`src/rtl/regfile_sb_if.sv`:
```
// Bus bundle for regfile_sb: decode read/issue port and writeback port.
// The master side (decode + writeback) drives addresses, issue and write
// controls; the slave side (the register file) returns read data, busy
// flags and the pending-write count.
interface regfile_sb_if #(
    parameter int XLEN = 32,
    parameter int NREG = 32
);
    localparam int AW = $clog2(NREG);

    logic [AW-1:0]   A1;
    logic [AW-1:0]   A2;
    logic [XLEN-1:0] RD1;
    logic [XLEN-1:0] RD2;
    logic            busy1;
    logic            busy2;
    logic            issue_valid;
    logic [AW-1:0]   issue_rd;
    logic            WE;
    logic [AW-1:0]   A3;
    logic [XLEN-1:0] WD3;
    logic [AW:0]     pending_cnt;

    modport master (
        output A1, A2, issue_valid, issue_rd, WE, A3, WD3,
        input  RD1, RD2, busy1, busy2, pending_cnt
    );

    modport slave (
        input  A1, A2, issue_valid, issue_rd, WE, A3, WD3,
        output RD1, RD2, busy1, busy2, pending_cnt
    );
endinterface

```
`src/rtl/regfile_sb.sv`:
```
// regfile_sb: XLEN x NREG integer register file with two combinational read
// ports, one synchronous write port and a per-register pending-write
// scoreboard used by decode for RAW hazard detection. Register 0 reads as
// zero and can never be marked busy.
// Optional build macro REGFILE_BYPASS_EN: same-cycle write-through
// forwarding from the write port to both read ports (outputs only).
module regfile_sb #(
    parameter int XLEN = 32,
    parameter int NREG = 32
) (
    input  logic         clk,
    input  logic         rst_n,
    regfile_sb_if.slave  bus
);
    localparam int AW = $clog2(NREG);

    logic [XLEN-1:0] r_regs [NREG];
    logic [NREG-1:0] r_busy;
    logic [AW:0]     r_cnt;

    logic            w_set;
    logic            w_clr;
    logic            w_inc;
    logic            w_dec;
    logic [NREG-1:0] w_busy_nxt;
    logic [XLEN-1:0] w_rd1;
    logic [XLEN-1:0] w_rd2;
    logic            w_busy1;
    logic            w_busy2;

    // Scoreboard next state: clear from writeback first, then set from issue so
    // a new producer supersedes the retiring one on the same register.
    // NOTE: every always_comb output gets a default first so no path can infer a latch.
    always_comb begin
        w_set      = bus.issue_valid && (bus.issue_rd != '0);
        w_clr      = bus.WE && (bus.A3 != '0);
        w_busy_nxt = r_busy;
        if (w_clr) w_busy_nxt[bus.A3] = 1'b0;
        if (w_set) w_busy_nxt[bus.issue_rd] = 1'b1;
        w_inc      = w_set && !r_busy[bus.issue_rd];
        w_dec      = w_clr && r_busy[bus.A3] && !(w_set && (bus.issue_rd == bus.A3));
    end

    // Register array: cleared asynchronously, written on the rising edge.
    // NOTE: the array is reset because the clear is architecturally visible; a plain
    // storage memory without that requirement would be left unreset so it maps to RAM.
    always_ff @(posedge clk or negedge rst_n) begin
        if (!rst_n) begin
            for (int i = 0; i < NREG; i++) r_regs[i] <= '0;
        end else if (w_clr) begin
            // NOTE: sequential state uses <= so every flop samples pre-edge values.
            r_regs[bus.A3] <= bus.WD3;
        end
    end

    // Busy bits and their population count, kept in step incrementally.
    always_ff @(posedge clk or negedge rst_n) begin
        if (!rst_n) begin
            r_busy <= '0;
            r_cnt  <= '0;
        end else begin
            r_busy <= w_busy_nxt;
            r_cnt  <= r_cnt + (AW+1)'(w_inc) - (AW+1)'(w_dec);
        end
    end

    // Read ports: stored state, address 0 forced to zero, optional forwarding.
    always_comb begin
        w_rd1   = (bus.A1 == '0) ? '0 : r_regs[bus.A1];
        w_rd2   = (bus.A2 == '0) ? '0 : r_regs[bus.A2];
        w_busy1 = r_busy[bus.A1];
        w_busy2 = r_busy[bus.A2];
`ifdef REGFILE_BYPASS_EN
        // Forwarding is suppressed during reset so outputs reflect the cleared state.
        if (rst_n && w_clr && (bus.A1 == bus.A3)) begin
            w_rd1   = bus.WD3;
            w_busy1 = 1'b0;
        end
        if (rst_n && w_clr && (bus.A2 == bus.A3)) begin
            w_rd2   = bus.WD3;
            w_busy2 = 1'b0;
        end
`else
        // Without forwarding a read during a write returns the old value.
`endif
    end

    assign bus.RD1         = w_rd1;
    assign bus.RD2         = w_rd2;
    assign bus.busy1       = w_busy1;
    assign bus.busy2       = w_busy2;
    assign bus.pending_cnt = r_cnt;
endmodule

```
`src/flat_wrapper.sv`:
```
// flat-port wrapper written by rule: the top's interface ports become plain ports
module regfile_sb_flat 
#(
    parameter int XLEN = 32,
    parameter int NREG = 32
)
  (clk, rst_n, bus_A1, bus_A2, bus_issue_valid, bus_issue_rd, bus_WE, bus_A3, bus_WD3, bus_RD1, bus_RD2, bus_busy1, bus_busy2, bus_pending_cnt);
  regfile_sb_if #(.XLEN(XLEN), .NREG(NREG)) bus_i ();
  input  logic clk;
  input  logic rst_n;
  input wire logic [$bits(bus_i.A1)-1:0] bus_A1;
  input wire logic [$bits(bus_i.A2)-1:0] bus_A2;
  input wire logic [$bits(bus_i.issue_valid)-1:0] bus_issue_valid;
  input wire logic [$bits(bus_i.issue_rd)-1:0] bus_issue_rd;
  input wire logic [$bits(bus_i.WE)-1:0] bus_WE;
  input wire logic [$bits(bus_i.A3)-1:0] bus_A3;
  input wire logic [$bits(bus_i.WD3)-1:0] bus_WD3;
  output wire logic [$bits(bus_i.RD1)-1:0] bus_RD1;
  output wire logic [$bits(bus_i.RD2)-1:0] bus_RD2;
  output wire logic [$bits(bus_i.busy1)-1:0] bus_busy1;
  output wire logic [$bits(bus_i.busy2)-1:0] bus_busy2;
  output wire logic [$bits(bus_i.pending_cnt)-1:0] bus_pending_cnt;
  assign bus_i.A1 = bus_A1;
  assign bus_i.A2 = bus_A2;
  assign bus_i.issue_valid = bus_issue_valid;
  assign bus_i.issue_rd = bus_issue_rd;
  assign bus_i.WE = bus_WE;
  assign bus_i.A3 = bus_A3;
  assign bus_i.WD3 = bus_WD3;
  assign bus_RD1 = bus_i.RD1;
  assign bus_RD2 = bus_i.RD2;
  assign bus_busy1 = bus_i.busy1;
  assign bus_busy2 = bus_i.busy2;
  assign bus_pending_cnt = bus_i.pending_cnt;
  regfile_sb #(.XLEN(XLEN), .NREG(NREG)) u_core (.clk(clk), .rst_n(rst_n), .bus(bus_i));
endmodule
```
`config.mk`:
```
export PLATFORM = sky130hd
export DESIGN_NAME = regfile_sb_flat
export DESIGN_NICKNAME = d
export VERILOG_FILES = /design/src/rtl/regfile_sb_if.sv /design/src/rtl/regfile_sb.sv /design/src/flat_wrapper.sv
export SDC_FILE = /design/constraint.sdc
export NUM_CORES = 2
export LEC_CHECK = 0
export CAP_MARGIN = 20
export CORE_UTILIZATION = 50
export DETAILED_ROUTE_END_ITERATION = 10
export PLACE_DENSITY = 0.69
export SLEW_MARGIN = 20
export SYNTH_ARGS = -nofsm -noshare
export SYNTH_HDL_FRONTEND = slang
export SYNTH_SLANG_ARGS = --single-unit
```
`constraint.sdc`:
```
create_clock -name clk -period 2.95 [get_ports clk]
set_input_delay 0.59 -clock clk [delete_from_list [all_inputs] [get_ports clk]]
set_output_delay 0.59 -clock clk [all_outputs]
set_load 0.03 [all_outputs]
```
After elaboration in Yosys (flattened, before gate mapping)
Index checks and enable logic that the tools add are counted.
- $add $sub $neg: 2
- $lt $le $gt $ge: 10
- equality and inequality tests: 1
- muxes and demuxes: 25
- bitwise gates (word level): 6
- reduce and logical (&&, ||, !) cells: 15
- operator list (cell ; number):
    $bwmux 1024 ; 1
    $bmux 32 s5 ; 2
    $mux 32 ; 9
    $demux 32 s5 ; 1
    $and 32x32->32 ; 1
    $not 32->32 ; 1
    $or 32x32->32 ; 1
    $lt 5x6->1 const B ; 4
    $bmux 1 s5 ; 4
    $ge 6x6->1 const B ; 3
    $not 5->6 ; 3
    $demux 1 s5 ; 2
    $ge 5x1->1 const B ; 2
    $logic_not 5->1 ; 2
    $reduce_bool 5->1 ; 2
    $logic_and 1x1->1 ; 9
    $add 6x1->6 ; 1
    $lt 6x1->1 const B ; 1
    $mux 1 ; 6
    $sub 6x1->6 ; 1
    $eq 5x5->1 ; 1
    $logic_not 1->1 ; 2
- bits in registers: 1062
- input bits: 56
- output and inout port bits: 72
- word-level logic and storage cells: 93

Longest topological paths before layout
- depth in word-level cells: 9
- gate-level depth with buffers: 13
- mapped depth without buffers: 11

Worst setup path before layout
No wires, ideal clock.
- path kind: input to register
- start point: input port bus_A3[0]
- end point: register u_core.r_cnt[4], in the netlist u_core.bus.pending_cnt[4]
- setup time: 80 ps
- arrival: 3228 ps
- data required time: 2870 ps
- setup slack: -358 ps
- stages on the path: 12
- buffers on the path: 2
- path through: buf_2 -> buf_4 -> mux4_2 -> a221oi_1 -> a31oi_1 -> ha_1 -> inv_1 -> ha_1 -> fa_1 -> a21o_1 -> a21oi_1 -> xnor2_1
- word-level cells in the longest chain between the ends: 5
- elaborated cells on any way between the ends: 10
- those cells by class: 1 x add/sub; 1 x eq/ne; 2 x mux; 6 x reduce/logical
- RTL lines (what ; RTL line ; text):
    from (decl) ; flat_wrapper.sv:16 ; input wire logic [$bits(bus_i.A3)-1:0] bus_A3;
    $bmux 1 s5 (tied with other cells) ; regfile_sb.sv:41 ; w_dec = w_clr && r_busy[bus.A3] && !(w_set && (bus.issue_rd == bus.A3));
    $mux 1 (not written as such) (tied with other cells) ; regfile_sb.sv:41 ;
    $logic_and 1x1->1 or $logic_not 1->1 (tied branches) ; regfile_sb.sv:41 ;
    $logic_and 1x1->1 (*) ; regfile_sb.sv:41 ;
    $sub 6x1->6 (*) ; regfile_sb.sv:63 ; r_cnt <= r_cnt + (AW+1)'(w_inc) - (AW+1)'(w_dec);
    to (signal assigned) ; regfile_sb.sv:63 ;
    to (decl) ; regfile_sb.sv:19 ; logic [AW:0] r_cnt;
Mark *: on every way between the ends. The rest lies on a longest branch, timed or not. The select of a mux whose other input is x is not followed.
A chain may end at the register's enable or synchronous reset.

Worst setup path after layout
- start point: register u_core.r_busy[14]
- end point: output port bus_busy1
- word-level cells in the longest chain between the ends: 2
- RTL lines (what ; RTL line ; text):
    from (decl) ; regfile_sb.sv:18 ; logic [NREG-1:0] r_busy;
    from (signal assigned) ; regfile_sb.sv:62 ; r_busy <= w_busy_nxt;
    $bmux 1 s5 ; regfile_sb.sv:71 ; w_busy1 = r_busy[bus.A1];
    $mux 1 (not written as such) ; regfile_sb.sv:71 ;
    to (decl) ; flat_wrapper.sv:20 ; output wire logic [$bits(bus_i.busy1)-1:0] bus_busy1;
Every way passes these cells. The select of a mux whose other input is x is not followed.

==> metrics.md <==
| Metric | Value |
|---|---|
| Top-count cell post-synth | dfrtp_1 |
| Commonest cells in the netlist | dfrtp_1 (1,062), mux2_2 (1,001), mux4_2 (475), clkbuf_1 (257), mux2i_1 (129) |
| Leak | about 31 nW |
| Ys Warns | 0 |
| Detailed Route Iter0 Violations | roughly 4,300 |
| Reg2reg setup slack | 0 ns |
| Final ANT Viol Nets | 0 |
| Setup slack at placement | -0.818 ns |
| CTS sink cnt | ~1,100 |
| Syn Area/Cell | ~15 µm² |
| Fin. max-slew vios | 0 |
| DP HPWL | around 120,000 µm |
| Cell area after layout | 72,900 µm² |
| IO Count | around 130 |
| Post-synth top area cell | dfrtp_1 |
| Pin count of the biggest net entering global routing | around 120 |
| Unique masters post-synth | slightly below 60 |
| CP most frequent cell | mux4_2 |
| Slew headroom | between 40% and 50% |
| Endpoint class of the critical path | output port |
| Crit path max fanout | 4 |
| Register bit total from synthesis | approximately 1,100 |
| Reg clk slew, reported paths | approximately 0.060 ns |
| Async SR Flop Fraction | 100% |
| Post-DP Area | between 60,000 and 70,000 µm² |
| CTS buffer count | around 120 |
| Top cells by area, synth | dfrtp_1 (46%), mux2_2 (20%), mux4_2 (19%), mux2i_1 (2.3%), clkbuf_1 (1.7%) |
| Startpoint types | register |
| Worst hold path class | in2async |
| Core Box Area | 113,000 µm² |
| Pwr per Cell Area | about 640 nW/µm² |
| Worst endpoint required time | approximately 2.4 ns |
| Setup violations, final | 36 |
| Dpl cells | 5,537 |
| Die Ht | 341 µm |
| Final period util | 111% |
| Setup TNS | -2.64 ns |
| Max Cap Viol | 0 |
| CTS tree | done |
| Chip width | 341 µm |
| Clk_lat worst skew | approximately 0.73 ns |
| Vias | roughly 40,000 |
| Reg-to-Reg Start | u_core.r_busy[8]$_DFF_PN0_ |
| Tmin final | around 3.3 ns |
| Num rows | ~120 |
| Antenna violations before repair | 4 |
| Post-route clock skew | roughly 0.013 ns |
| First-pass iteration count of the detailed router | 8 |
| EDFF count, synth | 0 |
| Vias/cell | about 6.8 |
| NumNets Final | roughly 4,300 |
| Run status | finished with violations |
| Clk buf depth | 3 |
| CP arrival | 2.68 ns |
| Layout area overhead | 27.1% |
| Gate Count Post-Synth | 3,836 |
| Post-synthesis net count | 3,899 |
| Count of non-filler cells in the finished layout | between 5,000 and 6,000 |
| I/O Buffers | between 100 and 150 |
| CTS root buf | clkbuf_16 |
| Post-Syn Area | ~57,000 µm² |
| Top_reg_cell synth | dfrtp_1 |
| Slowest stage cell on the critical path | mux4_2 |
| Final worst slack | -0.323 ns |
| Fraction of layout cells with a size suffix above 1 | 62.1% |
| Die footprint | between 100,000 and 150,000 µm² |
| WL/cell | roughly 32 µm |
| Vias in the first global route | roughly 40,000 |
| Final Hold Violating Endpoints | 0 |
| Grt ovf | 0 |
| RePlAce Congestion | between 0.8 and 0.9 |
| Post-synthesis sequential area ratio | 46.4% |
| Actual slew at the worst max-slew pin | about 0.8 ns |
| Failing checks | setup timing |
| Peak Freq | just over 0.3 GHz |
| FF-to-FF path depth | 12 |
| First-pass GRT wire length | 278,000 µm |
| Hold slack final | 0.375 ns |
| Worst Setup Path Type | reg2out |
| RSZ-0062 raised after global routing | yes |
| Area share of the largest cell type after synthesis | a little under half |
| GRT Util Overall | about 33% |
| Routed WL | between 150,000 and 200,000 µm |
| Initial Util | between 50% and 60% |
| VDD IR-drop max | around 0.50 mV |
| FF-to-FF End | u_core.bus.pending_cnt[4]$_DFF_PN0_ |
| Crit-path cells | buf_4 -> mux4_2 -> mux4_2 -> mux2_4 -> buf_6 |
| DRC viols | 0 |
| H-tree depth | 3 |
| Worst path max stage delay | around 0.5 ns |
[cell usage in the layout (no fill, tap or decap), types with 11 or more instances in the layout]
master,n
a311oi_4,31
a221oi_1,28
nand2_1,16
clkbuf_8,26
clkinv_2,18
clkbuf_1,27
a221oi_2,37
mux4_2,479
dfrtp_1,1062
nor2_4,14
a311oi_2,33
buf_8,13
buf_12,220
and2_4,20
mux2i_1,127
o21ai_2,44
mux2_4,21
clkdlybuf4s50_1,50
buf_16,30
clkbuf_16,123
o21ai_4,17
bufinv_16,13
buf_6,50
a211oi_2,46
a22oi_2,37
and2_1,45
buf_4,363
mux2_2,980
o21ai_1,62
a22oi_1,29
o21ai_0,29
mux2_1,59
a211oi_4,11
[power by group]
group	internal [mW]	switching, mW	total, mW
Sequential	17.4	2.10	19.5
Clock	8.95	6.28	15.2
Combinational	6.89	4.83	11.7
[final cells by class]
cell class / count / area [µm²]
Fill cell: 7893 / 40200
Multi-Input combinational cell: 2312 / 30800
Sequential cell: 1062 / 26600
Timing Repair Buffer: 742 / 9630
Clock buffer: 167 / 3320
Tap cell: 1500 / 1880
Clock inverter: 46 / 662
Inverter: 9 / 38.8
Antenna cell: 1 / 2.50
[worst max path at each step]
stage / from / to / slack (ns) / cells past startpoint
detailed placement: bus_A3[0] / u_core.bus.pending_cnt[4]$_DFF_PN0_ / -0.82 / 13
global placement: bus_A3[0] / u_core.bus.pending_cnt[4]$_DFF_PN0_ / -0.80 / 13
floorplan: bus_A3[0] / u_core.bus.pending_cnt[4]$_DFF_PN0_ / -0.09 / 12
global route: u_core.r_busy[15]$_DFF_PN0_ / bus_busy1 / -0.34 / 5
finish: u_core.r_busy[14]$_DFF_PN0_ / bus_busy1 / -0.32 / 5
CTS: u_core.r_busy[15]$_DFF_PN0_ / bus_busy1 / -0.34 / 5
[state kept, by name (all words and copies together) (netlist names)]
register	cells
u_core.r_regs	1024
u_core.r_busy	32
u_core.bus.pending_cnt	6
[stage by stage]
step,util (%),total power [mW]
after floorplan,-,26.3
after global routing,64.4,48.1
after CTS,63.7,46.1
final,64.4,46.4
after detailed placement,57.9,30.1
after global placement,57.9,29.7
[worst max-delay path, delay by kind of cell, from the launching register on]
| kind | cells | cell delay [ns] |
|---|---|---|
| buffers and inverters | 2 | 0.29 |
| multiplexers | 3 | 1.29 |
| flip-flops | 1 | 0.37 |
[cells by family after synthesis]
group,Yosys count,synth area share [%]
flip-flops,1062,46.4
adder cells (fa/ha/maj),7,0.166
multiplexers,1671,42.0
buffers and inverters,464,3.98
AND/OR/NAND/NOR,176,1.80
AO/OA/AOI/OAI,447,5.52
XOR/XNOR,9,0.137
[timing repair]
| action | CTS | global route |
|---|---|---|
| gates cloned | 28 | 3 |
| hold endpoints to repair | 16 | 0 |
| hold buffers | 1 | 0 |
| gates resized for setup | 339 | 135 |
| setup buffers | 50 | 25 |
| endpoints found under the setup margin | 67 | 67 |
| pin swaps | 91 | 78 |
[per-layer routing]
| metal | track usage (%) | share of wire [%] | vias to the layer above |
|---|---|---|---|
| met2 | 51.2 | 48 | 1908 |
| met5 | 0 | 0.016 | - |
| met1 | 44.9 | 40 | 21368 |
| li1 | - | - | 15844 |
| met4 | 13.1 | 4.1 | 4 |
| met3 | 6.02 | 8.0 | 462 |
(Power assumes the default switching activity.)
